==> src/rtl/sdram_arb_pkg.sv <==
// rtl/sdram_arb_pkg.sv - shared types and default sizes for the SDRAM burst arbiter
//
// Purpose : FSM state and grant encodings plus default geometry constants.
// Ports   : none (package).
package sdram_arb_pkg;

   typedef enum logic [1:0] {
      IDLE,
      WRITE,
      RD_ISSUE,
      RD_DRAIN
   } state_t;

   typedef enum logic {
      GRANT_WR,
      GRANT_RD
   } grant_t;

   localparam int DEF_BURST_SIZE = 8;
   localparam int DEF_ADDR_WIDTH = 24;
   localparam int DEF_DATA_WIDTH = 16;

endpackage

==> src/rtl/sdram_arbiter.sv <==
// rtl/sdram_arbiter.sv - round-robin write/read burst arbiter in front of one Avalon-MM SDRAM port
//
// Purpose : shares the SDRAM controller between the DVI capture write FIFO and
//           the LED refresh read path, alternating bursts when both are pending.
// Ports   : SDRAM_CLK/nReset            clock, async active-low reset
//           frameStart                  clears the write address
//           wrAvail/wrData/wrPop        show-ahead write FIFO head
//           rdReq/rdAddr/rdAddrAck      read burst request and command address
//           rdDataValid/rdData          returned read words
//           av*                         Avalon-MM master to the SDRAM controller
module sdram_arbiter
   import sdram_arb_pkg::*;
#(
   parameter int BURST_SIZE = DEF_BURST_SIZE,
   parameter int ADDR_WIDTH = DEF_ADDR_WIDTH,
   parameter int DATA_WIDTH = DEF_DATA_WIDTH
) (
   input  logic                  SDRAM_CLK,
   input  logic                  nReset,
   input  logic                  frameStart,
   input  logic                  wrAvail,
   input  logic [DATA_WIDTH-1:0] wrData,
   output logic                  wrPop,
   input  logic                  rdReq,
   input  logic [ADDR_WIDTH-1:0] rdAddr,
   output logic                  rdAddrAck,
   output logic                  rdDataValid,
   output logic [DATA_WIDTH-1:0] rdData,
   output logic [ADDR_WIDTH-1:0] avAddress,
   output logic [DATA_WIDTH-1:0] avWriteData,
   output logic                  avWrite_n,
   output logic                  avRead_n,
   input  logic [DATA_WIDTH-1:0] avReadData,
   input  logic                  avReadDataValid,
   input  logic                  avWaitRequest
);

   localparam int CNT_W = $clog2(BURST_SIZE) + 1;
   localparam int WC_W  = $clog2(BURST_SIZE);

   localparam logic [CNT_W-1:0] BURST_C    = CNT_W'(BURST_SIZE);
   localparam logic [CNT_W-1:0] ISSUE_LAST = CNT_W'(BURST_SIZE - 1);
   localparam logic [WC_W-1:0]  WR_LAST    = WC_W'(BURST_SIZE - 1);

   state_t                state_q, state_d;
   grant_t                last_grant_q, last_grant_d;
   logic [ADDR_WIDTH-1:0] wr_addr_q, wr_addr_d;
   logic [WC_W-1:0]       wr_cnt_q, wr_cnt_d;
   logic [CNT_W-1:0]      issue_cnt_q, issue_cnt_d;
   logic [CNT_W-1:0]      ret_cnt_q, ret_cnt_d;

   always_ff @(posedge SDRAM_CLK or negedge nReset) begin
      if (!nReset) begin
         state_q      <= IDLE;
         last_grant_q <= GRANT_RD;
         wr_addr_q    <= '0;
         wr_cnt_q     <= '0;
         issue_cnt_q  <= '0;
         ret_cnt_q    <= '0;
      end else begin
         state_q      <= state_d;
         last_grant_q <= last_grant_d;
         wr_addr_q    <= wr_addr_d;
         wr_cnt_q     <= wr_cnt_d;
         issue_cnt_q  <= issue_cnt_d;
         ret_cnt_q    <= ret_cnt_d;
      end
   end

   always_comb begin
      state_d      = state_q;
      last_grant_d = last_grant_q;
      wr_addr_d    = wr_addr_q;
      wr_cnt_d     = wr_cnt_q;
      issue_cnt_d  = issue_cnt_q;
      ret_cnt_d    = ret_cnt_q;
      avWrite_n    = 1'b1;
      avRead_n     = 1'b1;
      wrPop        = 1'b0;
      rdAddrAck    = 1'b0;
      avAddress    = '0;

      case (state_q)
         IDLE: begin
            // A write wins when it is alone or when the read went last.
            if (wrAvail && (!rdReq || last_grant_q == GRANT_RD)) begin
               state_d      = WRITE;
               wr_cnt_d     = '0;
               last_grant_d = GRANT_WR;
            end else if (rdReq) begin
               state_d      = RD_ISSUE;
               issue_cnt_d  = '0;
               ret_cnt_d    = '0;
               last_grant_d = GRANT_RD;
            end
         end
         WRITE: begin
            avAddress = wr_addr_q;
            avWrite_n = !wrAvail;
            if (!wrAvail) begin
               // FIFO ran dry: end the burst rather than idle on the bus.
               state_d = IDLE;
            end else if (!avWaitRequest) begin
               wrPop     = 1'b1;
               wr_addr_d = wr_addr_q + ADDR_WIDTH'(1);
               wr_cnt_d  = wr_cnt_q + WC_W'(1);
               if (wr_cnt_q == WR_LAST) begin
                  state_d = IDLE;
               end
            end
         end
         RD_ISSUE: begin
            avAddress = rdAddr;
            if (issue_cnt_q < BURST_C) begin
               avRead_n = 1'b0;
               if (!avWaitRequest) begin
                  rdAddrAck   = 1'b1;
                  issue_cnt_d = issue_cnt_q + CNT_W'(1);
                  if (issue_cnt_q == ISSUE_LAST) begin
                     state_d = RD_DRAIN;
                  end
               end
            end
         end
         RD_DRAIN: begin
            // Hold the bus until every issued read has come back.
            if (ret_cnt_q == BURST_C) begin
               state_d = IDLE;
            end
         end
         default: state_d = IDLE;
      endcase

      // Returns are only ours while a read burst owns the port; anything
      // else (e.g. data in flight across a reset) is discarded.
      rdDataValid = avReadDataValid && (state_q == RD_ISSUE || state_q == RD_DRAIN);
      if (rdDataValid) begin
         ret_cnt_d = ret_cnt_q + CNT_W'(1);
      end

      // Frame start overrides any increment from a same-cycle write accept.
      if (frameStart) begin
         wr_addr_d = '0;
      end
   end

   assign rdData      = avReadData;
   assign avWriteData = wrData;

endmodule
==> config.mk <==
export PLATFORM = sky130hd
export DESIGN_NAME = sdram_arbiter
export DESIGN_NICKNAME = d
export VERILOG_FILES = /design/src/rtl/sdram_arb_pkg.sv /design/src/rtl/sdram_arbiter.sv
export SDC_FILE = /design/constraint.sdc
export NUM_CORES = 1
export LEC_CHECK = 0
export ABC_AREA = 1
export BUFFER_PORTS_ARGS = -buffer_cell sky130_fd_sc_hd__buf_2
export CAP_MARGIN = 20
export CORE_ASPECT_RATIO = 0.5
export CORE_MARGIN = 3
export CORE_UTILIZATION = 35
export CTS_CLUSTER_DIAMETER = 60
export DETAILED_ROUTE_END_ITERATION = 16
export HOLD_SLACK_MARGIN = 0.06
export PLACE_DENSITY_LB_ADDON = 0.1
export SETUP_SLACK_MARGIN = 0.3
export SLEW_MARGIN = 20
export SYNTH_ARGS = -nofsm -noshare
export SYNTH_HDL_FRONTEND = slang
export SYNTH_SLANG_ARGS = --single-unit
export TNS_END_PERCENT = 1
==> constraint.sdc <==
create_clock -name SDRAM_CLK -period 2.1 [get_ports SDRAM_CLK]
set_input_delay 0.315 -clock SDRAM_CLK [delete_from_list [all_inputs] [get_ports SDRAM_CLK]]
set_output_delay 0.315 -clock SDRAM_CLK [all_outputs]
set_load 0.02 [all_outputs]
[Word level (Yosys, flattened, before mapping)]
Cells that the tools add are included.
Cells by class
  order comparisons: 1
  add/subtract/negate cells: 4
  equality and inequality tests: 20
  reductions and logical operators: 20
  muxes and demuxes: 36
Operators by type and width (number)
  2-to-1 mux 24 bit: 4
  one-hot mux 24 bit (2 select lines): 1
  adder 24 x 1 -> 24 bit (second input constant): 1
  2-to-1 mux 4 bit: 6
  inequality test 2 bit (second input constant): 11
  2-to-1 mux 2 bit: 9
  nonzero test 2 bit: 7
  2-to-1 mux 1 bit: 10
  2-to-1 mux 3 bit: 3
  inequality test 3 bit (second input constant): 3
  adder 4 x 1 -> 4 bit (second input constant): 2
  one-hot mux 2 bit (4 select lines): 1
  one-hot mux 4 bit (2 select lines): 1
  AND reduction 7 bit: 1
  one-hot mux 3 bit (2 select lines): 1
  AND reduction 3 bit: 2
  AND reduction 5 bit: 1
  equality test 2 bit (second input constant): 2
  equality test 4 x 3 -> 1 bit (second input constant): 1
  equality test 4 bit (second input constant): 1
  < comparator 4 bit (second input constant): 1
  AND reduction 4 bit: 1
  adder 3 x 1 -> 3 bit (second input constant): 1
  equality test 3 bit (second input constant): 1
  6 further kinds: 9
Word-level totals
  register bits after elaboration: 38
  logic and storage cells: 87
  bits of input ports: 63
  output and inout bits: 61

[Logic depth before layout (Yosys ltp)]
  depth in word-level cells: 6
  gate-level depth with buffers: 11

[Worst setup path before layout]
No wires, ideal clock.
  kind: flip-flop to output port
  start point: reg state_q[0]
  end point: out avAddress[0]
  path buffers: 2
  slack: 0.324 ns
  data required time: 1.785 ns
  cell stages (with the launch flop): 7
  arrival time: 1.461 ns
  cell sequence: dfrtp_1 > inv_1 > ha_1 > buf_2 > buf_2 > nand2_1 > a21oi_1
On the way
  longest elaborated chain between the ends: 2
RTL lines
  start, declared: RTL line sdram_arbiter.sv:45  | state_t state_q, state_d;
  start signal, assigned: RTL line sdram_arbiter.sv:61  | state_q <= state_d;
  equality test 2 bit or equality test 2 x 1 -> 1 bit (tied branches): RTL line sdram_arbiter.sv:83  | case (state_q)
  one-hot mux 24 bit (2 select lines) *: RTL line sdram_arbiter.sv:83
  end, declared: RTL line sdram_arbiter.sv:29  | output logic [ADDR_WIDTH-1:0] avAddress,
Every way passes the cells marked *; elsewhere a longest branch is shown, timed or not.

[Final worst setup path]
  start point: reg state_q[0]
  end point: out rdDataValid
On the way
  longest elaborated chain between the ends: 3
RTL lines
  equality test 2 bit: RTL line sdram_arbiter.sv:136  | rdDataValid = avReadDataValid && (state_q == RD_ISSUE || state_q == RD_DRAIN);
  logical OR 1 bit *: RTL line sdram_arbiter.sv:136
  logical AND 1 bit *: RTL line sdram_arbiter.sv:136
  end, declared: RTL line sdram_arbiter.sv:27  | output logic rdDataValid,
Marked as above.

==> results.toml <==
[synthesis]
yosysTopAreaCell = "dfrtp_1"
synthTopCellsByCount = "nand2_1, nor2_1, dfrtp_1"
ys_types = 31
synth_most_common_cell = "nand2_1"
yosys-top-cells-area = "dfrtp_1, nand2_1, buf_4"
synth_warnings = 0
syn-cell-area_um2 = 2831
syn_area_per_cell_um2 = 6.758
synth_edf_count = 0
netlist_instances = 419
synth_top_family_by_area = "simple AND/OR/NAND/NOR gates"
seq_area_frac_synth_pct = 33.63
yosys.area_share.simple_pct = 34.56
synthArstFlopShare_pct = 100.0
syn-num-nets = 492
synth_flop_cell = "dfrtp_1"
yosys.area.top_type_share_pct = 32.70
synth.area.mux_share_pct = 0
synth-compound-area-share_pct = 11.14
synth_adder_area_share_pct = 4.419
synth_seq_cells = 38
synth_xor_area_share_pct = 0.9280

[timing]
slew_violations = 0
skew_ps = 5.312
grt_setup_unrepaired = "true"
setup_slack_ps = 285.2
hold_viol_final = 0
period_needed_ps = 1815
slew_headroom_pct = 65.90
setup_viol = 0
timing.setup.tns_ps = 0
tightest_slew_ps = 511.5
timing.final.crit_share_pct = 86.42
fmax_mhz = 551.0

[global_route]
antenna_found_initial = 0
grt_pass1_wl_um = 12110
grt_max_degree = 39
grt_pass1_vias = 2518
grt_remaining_overflow = 0
track_usage_pct = 15.68

[finish]
antenna_cells = 0
layout-drive-gt1-share_pct = 21.90
area_growth_pct = 17.15
fin_util_pct = 43.66
n_fill_cell = 843
multi_input_area_um2 = 1498
regArea_um2 = 952.2
fin_area_um2 = 3317
nets = 524

[power]
p_per_area_nw_per_um2 = 982.9
fin_total_pwr_uw = 3260
p_seq_share_pct = 27.3
switching_share_pct = 39.60
intPower_uw = 1969
p_leak_uw = 0.001552
p_clk_share_pct = 26.0
p_sw_uw = 1291
peakVddDrop_mv = 0.3682
comb_power_share_pct = 46.6

[floorplanning]
initial_core_util_pct = 37.27
dieArea_um2 = 9271
coreArea_um2 = 7597
rows = 22
die_w_um = 133.2
die_h_um = 69.60
ios = 124

[worst_hold_path]
hold_path.class = "in -> async"

[worst_setup_path]
arrival_ps = 1500
crit_type = "reg -> out"
required_ps = 1780
critPathCaptureType = "output port"
reg2reg_slack_ps = 430
cp_max_fo = 4
cp-start-kind = "flip-flop"

[drt]
totalWireLength_um = 7175
dr.pass1.iters = 4
avgViaCountPerCell = 4.695
drtIter0Drc = 101
postRouteAntennaNets = 0
route.detailed.wl_per_inst_um = 12.81
vias = 2629
drcViolationCount = 0

[clock_tree]
numCtsBuffers = 5
clock_latency_ps = 280
clk_pin_slew_worst_paths_ps = 50
postCtsHoldBufs = 0
cts_root_buf = "clkbuf_16"
tritoncts = "done"
htree_levels = 2
clockBufferDepth = 2
clkSinkCount = 38

[place]
gp_congestion = 0.8054
dp_slack_ps = 340.6
portBuffers = 59
dpl_cell_area_um2 = 3037
detailed_place_hpwl_um = 5355

[status]
status = "finished, final reports clean"

[run]
max_cap_violations = 0
final timing paths:
check | from | endpoint | cells past startpoint
min in group SDRAM_CLK | frameStart | wr_addr_q[2] | 2
worst min register to register | wr_cnt_q[1] | wr_cnt_q[1] | 2
max in group asynchronous | nReset | last_grant_q | 2
worst max-delay path | state_q[0] | rdDataValid | 5
worst max register to register | state_q[1] | state_q[1] | 7
worst min-delay path | nReset | wr_cnt_q[1] | 2
layout by cell type (no fill, tap or decap), types with 5 or more instances in the layout:
cell type,n
o21ai_0,21
a21oi_1,33
ha_1,7
dfrtp_1,37
clkbuf_16,5
buf_2,51
inv_1,31
nand2_1,135
buf_4,14
nand4_1,5
nor2_1,52
nand3_1,19
repair_timing:
action,CTS,global route
pin swaps,1,1
setup endpoints to repair,27,28
resized for setup,16,11
buffers inserted,3,0
logic make-up (layout without fill, tap and decap cells):
family                   count (synthesis)  in the layout
XOR/XNOR                                 3              3
adder cells (fa/ha/maj)                 10             10
flip-flops                              38             38
AO/OA/AOI/OAI                           62             62
buffers and inverters                   79            112
AND/OR/NAND/NOR                        227            227
registers in the layout, indices dropped and copies added, names as in the netlist:
name / flops
ret_cnt_q: 4
wr_addr_q: 24
last_grant_q: 1
state_q: 2
wr_cnt_q: 3
issue_cnt_q: 4
through the flow:
step,hold WS [ps],cells
detailed placement,411.9,549
finish,86.00,560
global placement,414.3,549
floorplan,19.41,419
global route,132.5,560
CTS,110.7,560
power by group through the flow:
stage / logic [uW] / registers, uW / clock network (uW)
after detailed placement: 1320 / 906 / 0
after CTS: 1490 / 890 / 875
after global routing: 1700 / 906 / 911
final: 1520 / 891 / 849
after global placement: 1330 / 905 / 0
after floorplan: 958 / 886 / 0
cell type report:
type / instances / share of cell area (%)
Sequential cell: 38 / 28.71
Clock buffer: 7 / 3.998
Clock inverter: 1 / 0.9053
Tap cell: 108 / 4.074
Multi-Input combinational cell: 302 / 45.15
Timing Repair Buffer: 69 / 13.13
Inverter: 35 / 4.036
per-layer routing:
layer	vias up	routed length, um	global-route usage (%)
met5	-	0	0
met2	66	3166	25.51
li1	1363	-	-
met1	1184	3433	20.92
met4	0	82	3.877
met3	16	491	3.986
worst max-delay path, stage by stage, from the launching register on:
cell and delay (ps):
dfrtp_1 380, buf_4 150, ha_1 220, o21ai_2 180, inv_1 110, buf_2 170
Note: power is estimated with default switching activity, not from simulation.
